===== src/rtl/mul_share_arbiter_if.sv =====
// rtl/mul_share_arbiter_if.sv - requester and shared-multiplier signal bundle for mul_share_arbiter
interface mul_share_arbiter_if #(
  parameter int N = 16
);
  logic         req0_valid;
  logic [7:0]   req0_a;
  logic [7:0]   req0_b;
  logic         req0_done;
  logic [N-1:0] req0_prod;
  logic         req0_err;
  logic         req1_valid;
  logic [7:0]   req1_a;
  logic [7:0]   req1_b;
  logic         req1_done;
  logic [N-1:0] req1_prod;
  logic         req1_err;
  logic [N-1:0] mul_ip_BA;
  logic         mul_start;
  logic         mul_ready;
  logic [N-1:0] mul_op_prod;
  logic         busy;
  logic         grant_id;

  modport slave (
    input  req0_valid, req0_a, req0_b, req1_valid, req1_a, req1_b,
    input  mul_ready, mul_op_prod,
    output req0_done, req0_prod, req0_err, req1_done, req1_prod, req1_err,
    output mul_ip_BA, mul_start, busy, grant_id
  );

  modport master (
    output req0_valid, req0_a, req0_b, req1_valid, req1_a, req1_b,
    output mul_ready, mul_op_prod,
    input  req0_done, req0_prod, req0_err, req1_done, req1_prod, req1_err,
    input  mul_ip_BA, mul_start, busy, grant_id
  );
endinterface


===== src/rtl/mul_share_arbiter.sv =====
// rtl/mul_share_arbiter.sv - two-requester round-robin arbiter for a shared multiplier; MUL_TIMEOUT_EN adds a WAIT timeout
module mul_share_arbiter #(
  parameter int         N       = 16,
  parameter logic [7:0] TIMEOUT = 8'd255
) (
  input  logic               clk,
  input  logic               reset,
  mul_share_arbiter_if.slave bus
);
  localparam logic [1:0] IDLE  = 2'd0;
  localparam logic [1:0] ISSUE = 2'd1;
  localparam logic [1:0] WAIT  = 2'd2;
  localparam logic [1:0] RESP  = 2'd3;

  logic [1:0]   state;
  logic         ptr;
  logic         pick;
  logic         grant_q;
  logic         busy_q;
  logic         start_q;
  logic         done0_q;
  logic         done1_q;
  logic [N-1:0] ba_q;
  logic [N-1:0] prod0_q;
  logic [N-1:0] prod1_q;

`ifdef MUL_TIMEOUT_EN
  logic [7:0] cnt;
  logic [7:0] cnt_inc;
  logic       err0_q;
  logic       err1_q;
  assign cnt_inc = cnt + 8'd1;
`else
  logic unused_timeout;
  assign unused_timeout = ^TIMEOUT;
`endif

  // The pointer only breaks ties; a lone requester always wins.
  always_comb begin
    pick = 1'b0;
    if (bus.req0_valid && bus.req1_valid) pick = ptr;
    else                                  pick = bus.req1_valid;
  end

  // Arbitration FSM with registered outputs; pulses default low each cycle.
  always_ff @(posedge clk) begin
    if (!reset) begin
      state   <= IDLE;
      ptr     <= 1'b0;
      grant_q <= 1'b0;
      busy_q  <= 1'b0;
      start_q <= 1'b0;
      done0_q <= 1'b0;
      done1_q <= 1'b0;
      ba_q    <= '0;
      prod0_q <= '0;
      prod1_q <= '0;
`ifdef MUL_TIMEOUT_EN
      cnt     <= '0;
      err0_q  <= 1'b0;
      err1_q  <= 1'b0;
`endif
    end else begin
      start_q <= 1'b0;
      done0_q <= 1'b0;
      done1_q <= 1'b0;
      case (state)
        IDLE: begin
          if (bus.req0_valid || bus.req1_valid) begin
            ba_q    <= pick ? N'({bus.req1_b, bus.req1_a}) : N'({bus.req0_b, bus.req0_a});
            grant_q <= pick;
            busy_q  <= 1'b1;
            start_q <= 1'b1;
            state   <= ISSUE;
          end
        end
        ISSUE: begin
          state <= WAIT;
`ifdef MUL_TIMEOUT_EN
          cnt   <= '0;
`endif
        end
        WAIT: begin
          if (bus.mul_ready) begin
            if (grant_q) begin
              prod1_q <= bus.mul_op_prod;
              done1_q <= 1'b1;
            end else begin
              prod0_q <= bus.mul_op_prod;
              done0_q <= 1'b1;
            end
            state <= RESP;
          end
`ifdef MUL_TIMEOUT_EN
          // Times out in the WAIT cycle that brings the count up to TIMEOUT.
          else if (cnt_inc == TIMEOUT) begin
            if (grant_q) begin
              prod1_q <= '0;
              err1_q  <= 1'b1;
              done1_q <= 1'b1;
            end else begin
              prod0_q <= '0;
              err0_q  <= 1'b1;
              done0_q <= 1'b1;
            end
            state <= RESP;
          end else begin
            cnt <= cnt_inc;
          end
`endif
        end
        RESP: begin
          state  <= IDLE;
          busy_q <= 1'b0;
          ptr    <= ~grant_q;
`ifdef MUL_TIMEOUT_EN
          err0_q <= 1'b0;
          err1_q <= 1'b0;
`endif
        end
        default: state <= IDLE;
      endcase
    end
  end

  assign bus.mul_ip_BA = ba_q;
  assign bus.mul_start = start_q;
  assign bus.busy      = busy_q;
  assign bus.grant_id  = grant_q;
  assign bus.req0_done = done0_q;
  assign bus.req1_done = done1_q;
  assign bus.req0_prod = prod0_q;
  assign bus.req1_prod = prod1_q;
`ifdef MUL_TIMEOUT_EN
  assign bus.req0_err  = err0_q;
  assign bus.req1_err  = err1_q;
`else
  assign bus.req0_err  = 1'b0;
  assign bus.req1_err  = 1'b0;
`endif
endmodule


===== src/flat_wrapper.sv =====
// flat-port wrapper written by rule: the top's interface ports become plain ports
module mul_share_arbiter_flat 
#(
  parameter int         N       = 16,
  parameter logic [7:0] TIMEOUT = 8'd255
)
  (clk, reset, bus_req0_valid, bus_req0_a, bus_req0_b, bus_req1_valid, bus_req1_a, bus_req1_b, bus_mul_ready, bus_mul_op_prod, bus_req0_done, bus_req0_prod, bus_req0_err, bus_req1_done, bus_req1_prod, bus_req1_err, bus_mul_ip_BA, bus_mul_start, bus_busy, bus_grant_id);
  mul_share_arbiter_if #(.N(N)) bus_i ();
  input  logic clk;
  input  logic reset;
  input wire logic [$bits(bus_i.req0_valid)-1:0] bus_req0_valid;
  input wire logic [$bits(bus_i.req0_a)-1:0] bus_req0_a;
  input wire logic [$bits(bus_i.req0_b)-1:0] bus_req0_b;
  input wire logic [$bits(bus_i.req1_valid)-1:0] bus_req1_valid;
  input wire logic [$bits(bus_i.req1_a)-1:0] bus_req1_a;
  input wire logic [$bits(bus_i.req1_b)-1:0] bus_req1_b;
  input wire logic [$bits(bus_i.mul_ready)-1:0] bus_mul_ready;
  input wire logic [$bits(bus_i.mul_op_prod)-1:0] bus_mul_op_prod;
  output wire logic [$bits(bus_i.req0_done)-1:0] bus_req0_done;
  output wire logic [$bits(bus_i.req0_prod)-1:0] bus_req0_prod;
  output wire logic [$bits(bus_i.req0_err)-1:0] bus_req0_err;
  output wire logic [$bits(bus_i.req1_done)-1:0] bus_req1_done;
  output wire logic [$bits(bus_i.req1_prod)-1:0] bus_req1_prod;
  output wire logic [$bits(bus_i.req1_err)-1:0] bus_req1_err;
  output wire logic [$bits(bus_i.mul_ip_BA)-1:0] bus_mul_ip_BA;
  output wire logic [$bits(bus_i.mul_start)-1:0] bus_mul_start;
  output wire logic [$bits(bus_i.busy)-1:0] bus_busy;
  output wire logic [$bits(bus_i.grant_id)-1:0] bus_grant_id;
  assign bus_i.req0_valid = bus_req0_valid;
  assign bus_i.req0_a = bus_req0_a;
  assign bus_i.req0_b = bus_req0_b;
  assign bus_i.req1_valid = bus_req1_valid;
  assign bus_i.req1_a = bus_req1_a;
  assign bus_i.req1_b = bus_req1_b;
  assign bus_i.mul_ready = bus_mul_ready;
  assign bus_i.mul_op_prod = bus_mul_op_prod;
  assign bus_req0_done = bus_i.req0_done;
  assign bus_req0_prod = bus_i.req0_prod;
  assign bus_req0_err = bus_i.req0_err;
  assign bus_req1_done = bus_i.req1_done;
  assign bus_req1_prod = bus_i.req1_prod;
  assign bus_req1_err = bus_i.req1_err;
  assign bus_mul_ip_BA = bus_i.mul_ip_BA;
  assign bus_mul_start = bus_i.mul_start;
  assign bus_busy = bus_i.busy;
  assign bus_grant_id = bus_i.grant_id;
  mul_share_arbiter #(.N(N), .TIMEOUT(TIMEOUT)) u_core (.clk(clk), .reset(reset), .bus(bus_i));
endmodule

===== config.mk =====
export PLATFORM = sky130hd
export DESIGN_NAME = mul_share_arbiter_flat
export DESIGN_NICKNAME = d
export VERILOG_FILES = /design/src/rtl/mul_share_arbiter_if.sv /design/src/rtl/mul_share_arbiter.sv /design/src/flat_wrapper.sv
export SDC_FILE = /design/constraint.sdc
export NUM_CORES = 1
export LEC_CHECK = 0
export CORE_UTILIZATION = 37
export CTS_CLUSTER_SIZE = 40
export DETAILED_ROUTE_END_ITERATION = 12
export PLACE_DENSITY = 0.79
export SETUP_SLACK_MARGIN = 0.02
export SLEW_MARGIN = 20
export SYNTH_ARGS = -nofsm -noshare
export SYNTH_HDL_FRONTEND = slang
export SYNTH_SLANG_ARGS = --single-unit

===== constraint.sdc =====
create_clock -name clk -period 1.4 [get_ports clk]
set_input_delay 0.21 -clock clk [delete_from_list [all_inputs] [get_ports clk]]
set_output_delay 0.21 -clock clk [all_outputs]
set_load 0.02 [all_outputs]

==> metrics.cfg <==
[hold_path]
min_delay_path_depth = 2
timing.hold.worst.start = u_core.bus.req1_prod[8]
worstHoldPathType = reg2reg
min_to = u_core.bus.req1_prod[8]

[detailed_routing]
finalWirelength_mm = 6.38
detailedRoute.firstIterationViolations = 83
via_density_per_instance = 5.03
routed-via-count = 2319
number_of_search_and_repair_iterations_in_the_first_detailed_routing_pass = 4
detailed_route_drc_error_count = 0
detail-route-antenna-nets = 0
post_drt_wl_per_cell_microns = 13.8

[logic_synthesis]
synth-warning-count = 0
async_reset_ff_share_pct = 0
yosysSeqAreaShare_pct = 47.4
syn-cell-area_sq_um = 2360
post_synth_num_cell_types = 29
synthDominantAreaCellType = dfxtp_1
synth_ff_type = dfxtp_1
post-synth-top-area-fraction_pct = 47.4
synth_enable_flop_cells = 0
ys_top_cells_by_area = dfxtp_1 (47%), nand2_1 (11%), a21boi_1 (6.7%), o21ai_0 (5.3%), a31oi_1 (4.2%)
postSynthRegisterBits = 56
syn_inst = 276
syn_area_per_cell_sq_um = 8.57

[clocking]
cts_buffer_depth = 2
clock_latency_ns = 0.31
cts.sinks = 56
cts_stage_hold_buffer_count = 0
cts-root-buf = clkbuf_8
clock_tree_from_tritoncts = yes
cts_inserted_buffers = 5
ctsHtreeMaxLevel = 2
clk_pin_slew_worst_paths_ns = 0.10

[placed_design]
io_port_bufs = 105
routabilityCongestion = 0.748
dp_wirelength_mm = 4.55
dp_slack_ns = -0.190

[global_route]
grt_antenna_before_repair = 0
grt_pass1_wl_mm = 9.80
grt_max_degree = 29
grt_overflow = 0
grt_pass1_vias = 2177
global_route.usage.total_pct = 18.8

[finish]
postLayoutCoreUtil_pct = 60.2
diodes = 0
final_common_cell = nand2_1
nNetsFinal = 443
most-common-layout-cells = nand2_1 (68), dfxtp_1 (55), dlygate4sd2_1 (53), clkdlybuf4s50_1 (51), o21ai_0 (25)
post_route_cells_drive_above_1_share_pct = 9.84
area.growth.synth_to_final_pct = 53.5

[worst_setup_path]
critical_path_peak_fanout = 17
worstReg2RegEnd = u_core.bus.mul_ip_BA[6]
crit-reg2reg-launch = u_core.state[0]
end_kind = register
worstRegToRegCells = 7
reg2reg_slack_ns = 0.07
critPathRequiredTime_ns = 1.60
critical_path.startpoint = u_core.state[0]
worst_path_arrival_ns = 1.53
startpoint_type = register
crit_type = reg2reg

[sta]
final_hold_viol_count = 0
setup_repair_after_global_routing_missed_its_margin = yes
finalCritPeriodShare_pct = 94.8
final_period_minus_worst_setup_slack_ns = 1.33
finClkSkew_ns = 0.00848
post-route-worst-setup-slack_ns = 0.0723
drv_slew = 0
setup-violations-final = 0
fmax_mhz = 753

[power_and_ir_drop]
leakagePower_nw = 1.56
power.density_nw_per_um2 = 1320
power.ir.vdd_worst_uv = 750

[outcome]
status = complete, no violations

[floorplanning]
die_area_sq_um = 6710
floorplan.rows = 28
initial_utilization_pct = 39.2
ios = 108
fp.dieH_microns = 81.9
die_width_microns = 81.9
coreArea_sq_um = 6030

[job]
cap_violations = 0

## cells in the mapped netlist, drive strengths merged, types with 3 or more instances
cell type   n
ha          5
nand2      68
o21ai      36
dfxtp      56
clkbuf      5
buf        17
and2        3
a21boi     33
a31oi      16
inv         5
a21oi      17
## metrics by stage
| step | setup TNS, ns | std cells | hold WS, ns | cell area (sq um) | total power [W] |
|---|---|---|---|---|---|
| 2_1_floorplan | 0 | 277 | 0.345 | 2370 | 0.00309 |
| 3_3_place_gp | -2.29 | 451 | 0.440 | 3540 | 0.00389 |
| 3_5_place_dp | -4.05 | 451 | 0.446 | 3540 | 0.00394 |
| 4_1_cts | 0 | 459 | 0.450 | 3570 | 0.00472 |
| 5_1_grt | -0.00640 | 461 | 0.465 | 3630 | 0.00508 |
| 6_report | 0 | 461 | 0.454 | 3630 | 0.00480 |
## worst max path at each step
stage	endpoint	slack [ns]	cells after the start
after floorplan	u_core.bus.req0_done	0.08	6
after global placement	u_core.state[0]	-0.14	4
after detailed placement	u_core.bus.mul_ip_BA[7]	-0.19	4
after CTS	u_core.bus.req0_prod[7]	0.05	6
after global routing	u_core.bus.mul_ip_BA[10]	-0.006	7
final	u_core.bus.mul_ip_BA[6]	0.07	7
## report_power, final
| group | internal (W) | switching, W | leakage [nW] |
|---|---|---|---|
| sequential | 0.00185 | 0.000138 | 0.457 |
| combinational | 0.000856 | 0.00103 | 1.06 |
| clock | 0.000406 | 0.000524 | 0.0516 |
| total | 0.00311 | 0.00169 | 1.56 |
## repair_timing
action,4_1_cts,5_1_grt
setup buffers,0,2
setup endpoints to repair,55,36
endpoints found under the hold margin,0,0
resized for setup,55,9
pin swaps,0,1
## cell families after synthesis
kind of cell	count (synthesis)	share of synthesized area, %
other cells	1	0.159
simple gates	81	14.8
buf+inv	27	7.04
mux	2	0.847
fa+ha+maj	5	2.65
flops	56	47.4
compound gates	104	27.1
## state kept, by name, indices dropped and copies added, names as in the netlist
name                  cells
u_core.bus.mul_ip_BA     16
u_core.bus.mul_start      1
u_core.bus.req0_done      1
u_core.bus.grant_id       1
u_core.bus.req1_done      1
u_core.state              2
u_core.bus.busy           1
u_core.ptr                1
u_core.bus.req1_prod     16
u_core.bus.req0_prod     16
## worst max-delay path, cell delays in order, from the launching register on
cell and delay (ns):
dfxtp_1 0.33, inv_2 0.09, ha_2 0.21, buf_4 0.13, o21ai_4 0.06, buf_12 0.16, a31oi_1 0.16, a21oi_1 0.09
## layout make-up
type	count	area, sq um
clock buffers	6	82.6
clock inverters	2	13.8
fillers	574	2400
inverters	5	22.5
multi-input cells	194	1110
flip-flops and latches	56	1120
well taps	75	93.8
repair buffers	123	1190
## routing by layer
layer / wire length, microns / GRT usage [%]
met1: 2720 / 22.4
met5: 0 / 0
met4: 47 / 5.09
met2: 2980 / 32.5
met3: 621 / 5.89
Note: power is estimated with default switching activity, not from simulation.
